--- src/rtl/fsm_io_pkg.sv ---
// Shared encodings and widths for the step-button input path.
// Pure definitions: no logic, no latency, no flow control.
// Imported by the debouncer top.
package fsm_io_pkg;

    typedef enum logic [1:0] {
        S_RELEASED   = 2'd0,
        S_PRESS_DB   = 2'd1,
        S_PRESSED    = 2'd2,
        S_RELEASE_DB = 2'd3
    } state_t;

    localparam int CNT_W   = 24;
    localparam int PRESS_W = 8;

endpackage

--- src/rtl/sync_2ff.sv ---
// Two-flop synchronizer for a single asynchronous bit, resets to 0.
// Latency: 2 clk cycles from sampling edge to q.
// No backpressure: free-running sampler.
module sync_2ff (
    input  logic clk,
    input  logic reset,
    input  logic d,
    output logic q
);

    logic meta;

    always_ff @(posedge clk or negedge reset) begin
        if (!reset) begin
            meta <= 1'b0;
            q    <= 1'b0;
        end else begin
            meta <= d;
            q    <= meta;
        end
    end

endmodule

--- src/rtl/step_button_debouncer.sv ---
// Debounces a raw push-button into single-cycle step pulses, a clean level and a press counter.
// Latency: step_pulse high the cycle after edge k+2+DEBOUNCE_COUNT (btn_in first sampled high at edge k).
// No backpressure; STEP_AUTO_REPEAT_EN adds periodic repeat pulses while held.
module step_button_debouncer
    import fsm_io_pkg::*;
#(
    parameter logic [CNT_W-1:0] DEBOUNCE_COUNT = 24'd100_000,
    parameter logic [CNT_W-1:0] REPEAT_PERIOD  = 24'd10_000_000
) (
    input  logic               clk,
    input  logic               reset,
    input  logic               en,
    input  logic               btn_in,
    input  logic               cnt_clr,
    output logic               step_pulse,
    output logic               btn_level,
    output logic [PRESS_W-1:0] press_count
);

    localparam logic [CNT_W-1:0] DB_LAST = DEBOUNCE_COUNT - CNT_W'(1);

    logic             btn_s;
    state_t           state;
    logic [CNT_W-1:0] cnt;

    sync_2ff u_sync (
        .clk   (clk),
        .reset (reset),
        .d     (btn_in),
        .q     (btn_s)
    );

`ifdef STEP_AUTO_REPEAT_EN
    localparam logic [CNT_W-1:0] RPT_LAST = REPEAT_PERIOD - CNT_W'(1);
    logic [CNT_W-1:0] rpt;
`endif

    always_ff @(posedge clk or negedge reset) begin
        if (!reset) begin
            state      <= S_RELEASED;
            cnt        <= '0;
            step_pulse <= 1'b0;
            btn_level  <= 1'b0;
`ifdef STEP_AUTO_REPEAT_EN
            rpt        <= '0;
`endif
        end else if (!en) begin
            state      <= S_RELEASED;
            cnt        <= '0;
            step_pulse <= 1'b0;
            btn_level  <= 1'b0;
        end else begin
            step_pulse <= 1'b0;
            case (state)
                S_RELEASED: begin
                    if (btn_s) begin
                        state <= S_PRESS_DB;
                        cnt   <= '0;
                    end
                end
                S_PRESS_DB: begin
                    if (!btn_s) begin
                        state <= S_RELEASED;
                        cnt   <= '0;
                    end else if (cnt == DB_LAST) begin
                        state      <= S_PRESSED;
                        cnt        <= '0;
                        step_pulse <= 1'b1;
                        btn_level  <= 1'b1;
`ifdef STEP_AUTO_REPEAT_EN
                        rpt        <= '0;
`endif
                    end else begin
                        cnt <= cnt + CNT_W'(1);
                    end
                end
                S_PRESSED: begin
                    if (!btn_s) begin
                        state <= S_RELEASE_DB;
                        cnt   <= '0;
                    end
`ifdef STEP_AUTO_REPEAT_EN
                    // Repeat count only advances here; it is frozen during release debounce.
                    if (rpt == RPT_LAST) begin
                        rpt        <= '0;
                        step_pulse <= 1'b1;
                    end else begin
                        rpt <= rpt + CNT_W'(1);
                    end
`endif
                end
                S_RELEASE_DB: begin
                    if (btn_s) begin
                        state <= S_PRESSED;
                        cnt   <= '0;
                    end else if (cnt == DB_LAST) begin
                        state     <= S_RELEASED;
                        cnt       <= '0;
                        btn_level <= 1'b0;
                    end else begin
                        cnt <= cnt + CNT_W'(1);
                    end
                end
            endcase
        end
    end

    // Clear wins over a coincident pulse; the counter keeps its value while disabled.
    always_ff @(posedge clk or negedge reset) begin
        if (!reset) begin
            press_count <= '0;
        end else if (cnt_clr) begin
            press_count <= '0;
        end else if (step_pulse) begin
            press_count <= press_count + PRESS_W'(1);
        end
    end

endmodule

--- config.mk ---
export PLATFORM = sky130hd
export DESIGN_NAME = step_button_debouncer
export DESIGN_NICKNAME = d
export VERILOG_FILES = /design/src/rtl/fsm_io_pkg.sv /design/src/rtl/sync_2ff.sv /design/src/rtl/step_button_debouncer.sv
export SDC_FILE = /design/constraint.sdc
export NUM_CORES = 1
export LEC_CHECK = 0
export CAP_MARGIN = 10
export CORE_ASPECT_RATIO = 0.8
export CORE_MARGIN = 5
export CORE_UTILIZATION = 29
export DETAILED_ROUTE_END_ITERATION = 8
export HOLD_SLACK_MARGIN = 0.05
export PLACE_DENSITY = 0.48
export SLEW_MARGIN = 20
export SYNTH_ARGS = -nofsm -noshare
export SYNTH_HDL_FRONTEND = slang
export SYNTH_SLANG_ARGS = --single-unit
--- constraint.sdc ---
create_clock -name clk -period 1.7 [get_ports clk]
set_clock_uncertainty 0.05 [all_clocks]
set_input_delay 0.34 -clock clk [delete_from_list [all_inputs] [get_ports clk]]
set_output_delay 0.34 -clock clk [all_outputs]
set_load 0.005 [all_outputs]
### Word level (Yosys, flattened, before mapping)

Cells that the tools add are included.
W data, S select, Z words.

| operators by class | value |
|---|---|
| shift operators | 0 |
| reductions and logical operators | 5 |
| $lt $le $gt $ge | 0 |
| muxes and demuxes | 27 |
| bitwise logic cells | 0 |
| equal/unequal tests | 13 |
| div/mod/pow operators | 0 |
| add/subtract/negate cells | 2 |
| $mul | 0 |

Operators with widths:

| operator | count |
|---|---|
| $mux W24 | 6 |
| $pmux W24 S4 | 1 |
| $add A24 B1 Y24 const B | 1 |
| $eq A24 B17 Y1 const B | 1 |
| $mux W8 | 2 |
| $mux W2 | 7 |
| $ne A3 B3 Y1 const B | 4 |
| $mux W1 | 9 |
| $add A8 B1 Y8 const B | 1 |
| $pmux W2 S4 | 1 |
| $ne A3 B2 Y1 const B | 2 |
| $reduce_and A5 Y1 | 1 |
| $eq A2 B2 Y1 const B | 2 |
| $ne A4 B3 Y1 const B | 1 |
| $ne A4 B4 Y1 const B | 1 |
| $reduce_and A4 Y1 | 1 |
| $ne A3 B1 Y1 const B | 1 |
| $eq A2 B1 Y1 const B | 1 |
| $logic_not A2 Y1 | 1 |
| $pmux W1 S2 | 1 |
| $reduce_and A2 Y1 | 1 |
| $reduce_bool A2 Y1 | 1 |

| storage, ports and cells | value |
|---|---|
| memories | 0 |
| register bits | 38 |
| bits of input ports | 5 |
| bits in latches | 0 |
| logic and storage cells | 54 |
| output and inout port bits | 10 |
| ROM bits | 0 |
| bits in writable memories | 0 |

### Logic depth before layout (Yosys ltp)

| depth | value |
|---|---|
| depth in word-level cells | 5 |
| gate-level depth with buffers | 7 |
| depth with buffers taken out | 6 |

### Cells and area by module

Synthesis repeated with hierarchy kept, for this count alone.

| unflattened totals | value |
|---|---|
| cells, all modules | 208 |
| area total of the unflattened synthesis | 1,998.2 um^2 |

By module, submodules not included:

| module | area an instance (um^2) | cells each | seq. area each (um^2) | times used |
|---|---|---|---|---|
| step_button_debouncer | 1,948.1 | 206 | 900.9 | 1 |
| sync_2ff | 50.0 | 2 | 50.0 | 1 |

### Worst setup path before layout

Ideal clock, no wire load.

| timing | value |
|---|---|
| kind | reg2reg |
| from | register cnt[0] |
| to | register cnt[13] |
| slack | -168 ps |
| cell stages (with the launch flop) | 8 |
| data arrival time | 1,696 ps |
| period minus slack after synthesis | 1,868 ps |
| data required time | 1,528 ps |
| cell sequence | dfrtp_1 -> ha_1 -> nand4_2 -> or4_4 -> o311ai_4 -> buf_6 -> a21oi_2 -> o2bb2ai_2 |

| on the way | value |
|---|---|
| longest elaborated chain between the ends | 5 |
| elaborated cells on any way between the ends | 7 |
| classes of those cells | add/sub: 1; eq/ne: 1; mux: 5 |

Ends and longest elaborated chain:

| item | line | text |
|---|---|---|
| start, declared | step_button_debouncer.sv:24 | `logic [CNT_W-1:0] cnt;` |
| start signal, assigned | step_button_debouncer.sv:74 | `cnt <= cnt + CNT_W'(1);` |
| start signal, assigned | step_button_debouncer.sv:101 | `cnt <= cnt + CNT_W'(1);` |
| $add A24 B1 Y24 / $eq A24 B17 Y1 (equally long branches) | n/a |  |
| $mux W24 (*) | step_button_debouncer.sv:65, step_button_debouncer.sv:96 |  |
| $mux W24 (on tied branches) | step_button_debouncer.sv:93, step_button_debouncer.sv:62 |  |
| $pmux W24 S4 (*) | step_button_debouncer.sv:54 | `case (state)` |
| $mux W24 (*) | step_button_debouncer.sv:47 | `end else if (!en) begin` |

Every way passes the cells marked *; elsewhere a longest branch is shown, timed or not.
A chain may end at the register's enable or synchronous reset.

### Worst setup path in the final report

| timing | value |
|---|---|
| from | register cnt[1] |
| to | register cnt[7] |

The elaborated chain is that of the path after synthesis.

==> flow_metrics.tcl <==
set metrics [dict create \
    syn_area_mm2 0.00212 \
    reg2reg_to "cnt[7]$_DFFE_PN0P_" \
    worstSetupStartpointType "register" \
    syn_nets 221 \
    finalCriticalPeriod_ns 1.97 \
    first_iter_violations 120 \
    relSlewSlack 0.691 \
    status "complete, but fails checks" \
    cts_made_buffers 5 \
    worstRegToRegCells 7 \
    ys_ff_latch 38 \
    cp.arrival_ns 2.10 \
    die_x_um 106 \
    setup_tns_ns -5.32 \
    gr-total-overflow 0 \
    instances_no_fill 379 \
    clock-root-buffer "clkbuf_8" \
    rows 27 \
    initial_core_util 0.304 \
    peakVddDrop_mv 0.357 \
    grt_pass1_wl_um 9790 \
    cap_violations 0 \
    final_layout_size_suffix_gt1_frac 0.387 \
    ys_warn_count 0 \
    mostFrequentLayoutCells "buf_4, dfrtp_1, nor2_1, nand2_1" \
    syn_area_per_cell_um2 9.93 \
    slew_violations 0 \
    dr.pass1.iters 5 \
    route.detailed.drc 0 \
    worstMarginPinSlew_ns 0.464 \
    holdPathEnd "u_sync.q$_DFF_PN0_" \
    syn_inst 214 \
    timing.final.crit_share 1.16 \
    rsz0062_at_grt "yes" \
    cellLeakagePower_nw 1.32 \
    antenna_cells 0 \
    portBuffers 14 \
    min_path_type "register to register" \
    cts_sinks 38 \
    rrSetupSlack_ns -0.27 \
    power_density_mw_per_mm2 554 \
    required_ns 1.83 \
    crit_chain "ha_4 -> nand4_4 -> or4_4 -> o21ai_1 -> buf_4 -> o21ai_1 -> a22o_1" \
    areaGrowthSynthToFinish_pct 44.1 \
    core_area_mm2 0.00699 \
    setup_violations 26 \
    async_flop_share 1.00 \
    r2r_start "cnt[1]$_DFFE_PN0P_" \
    clock_latency_ns 0.29 \
    min-delay-start "u_sync.meta$_DFF_PN0_" \
    grt_pass1_vias 1890 \
    antenna_found_initial 0 \
    grt_usage 0.135 \
    synth_ff_type "dfrtp_1" \
    cts_tree "yes" \
    nets 298 \
    critPathMaxFanout 9 \
    wl_um 5970 \
    setup_slack_ns -0.265 \
    wl_per_cell_um 15.8 \
    globalplace.congestion 0.808 \
    vias 1856 \
    fillers 686 \
    min_path_cells 0 \
    via_per_inst 4.90 \
    critPathTopFamily "simple AND/OR/NAND/NOR gates" \
    clockBufferDepth 2 \
    hold_viol 0 \
    synth.yosys.seq_area_share 0.448 \
    cp_common_cell "o21ai_1" \
    clk_pin_slew_ns 0.08 \
    final_common_cell "buf_4" \
    place.detailed.hpwl_um 4130 \
    grt_max_degree 22 \
    synth_edf_count 0 \
    cpPeakStageDelay_ns 0.48 \
    cts_max_level 2 \
    dieArea_mm2 0.00915 \
    fp.dieH_um 86.6 \
    cp-end-kind "register" \
    placedCellCount 361 \
    fmaxAchievable_mhz 509 \
    path_class "register to register" \
    path_buf_inv 1 \
    fin_util 0.438 \
    violations "setup timing" \
    io_pins 15 \
    cpMaxStageDelayCell "or4_4" \
    ant_nets 0 \
    synth.distinct_cells 51 \
]
[cells by family (layout without fill, tap and decap cells)]
group,Yosys count,after routing,share of synthesized area
adders and majority gates,2,2,0.0118
buffers and inverters,21,98,0.0548
muxes,3,3,0.0141
DFF,38,38,0.448
xor gates and xnor gates,16,16,0.0695
and+or+nand+nor,91,91,0.259
AOI/OAI and AO/OA,43,44,0.144
[flip-flops by register name, indices dropped and copies added, names as in the netlist]
| signal | count |
|---|---|
| btn_level | 1 |
| cnt | 24 |
| press_count | 8 |
| state | 2 |
| step_pulse | 1 |
| u_sync.meta | 1 |
| u_sync.q | 1 |
[worst max-delay path by stage]
stage / from / to / cells after the start
floorplan: cnt[0]$_DFFE_PN0P_ / cnt[13]$_DFFE_PN0P_ / 7
global placement: en / cnt[14]$_DFFE_PN0P_ / 6
detailed placement: en / cnt[14]$_DFFE_PN0P_ / 6
CTS: cnt[1]$_DFFE_PN0P_ / cnt[6]$_DFFE_PN0P_ / 7
global route: cnt[1]$_DFFE_PN0P_ / cnt[6]$_DFFE_PN0P_ / 7
finish: cnt[1]$_DFFE_PN0P_ / cnt[7]$_DFFE_PN0P_ / 7
[layer usage]
layer / track usage / wire, um / vias to the layer above
met5: 0 / 0 / -
met4: 0.0282 / 29 / 0
met3: 0.0268 / 233 / 2
met2: 0.213 / 2630 / 23
met1: 0.193 / 3080 / 896
li1: - / - / 935
[final cells by class]
class	count	area [um2]	share of cell area
Multi-Input combinational cell	156	1180	0.387
Sequential cell	38	956	0.312
Timing Repair Buffer	82	692	0.226
Tap cell	87	109	0.0356
Clock buffer	5	68.8	0.0225
Inverter	8	30.0	0.00981
Clock inverter	3	21.3	0.00695
[what timing repair did]
| item | in CTS | in global routing |
|---|---|---|
| gates cloned | 1 | 0 |
| pin swaps | 9 | 7 |
| setup buffers | 6 | 3 |
| hold buffers | 1 | 0 |
| setup endpoints to repair | 28 | 29 |
| gates resized for setup | 23 | 9 |
| hold endpoints to repair | 17 | 0 |
[through the flow]
step | hold slack [ns] | setup slack (ns) | area (um2) | power [mW]
finish | 0.314 | -0.265 | 3060 | 1.70
CTS | 0.318 | -0.244 | 3010 | 1.73
global route | 0.329 | -0.329 | 3060 | 1.77
floorplan | -0.00559 | -0.155 | 2140 | 0.988
detailed placement | 0.263 | -0.325 | 2760 | 1.06
global placement | 0.269 | -0.311 | 2760 | 1.06
[where the power goes]
| part | internal [mW] | switching (mW) |
|---|---|---|
| clock | 0.289 | 0.361 |
| sequential | 0.910 | 0.00458 |
| combinational | 0.0593 | 0.0746 |
[synth_stat cells (all sizes together) (2+ instances only)]
library cell   n  area (um2)
or3            5        31.3
a21oi         11        62.6
xor2           9        86.3
and4           2        18.8
nor3           2        15.0
dfrtp         38         951
a22o           2        17.5
ha             2        25.0
a31oi          9        56.3
nor2          17        63.8
or4            2        18.8
nand3          6        30.0
mux2i          3        30.0
o22ai          2        12.5
nor4b          5        43.8
o21ai          9        45.0
nand2         14        52.6
buf            9        68.8
clkbuf         4        17.5
inv            8        30.0
and3           9        58.8
xnor2          7        61.3
nor2b          5        31.3
nor4           5        46.3
nand4         14        93.8
a21o           2        15.0
No activity file was read; power rests on OpenSTA's default activity.
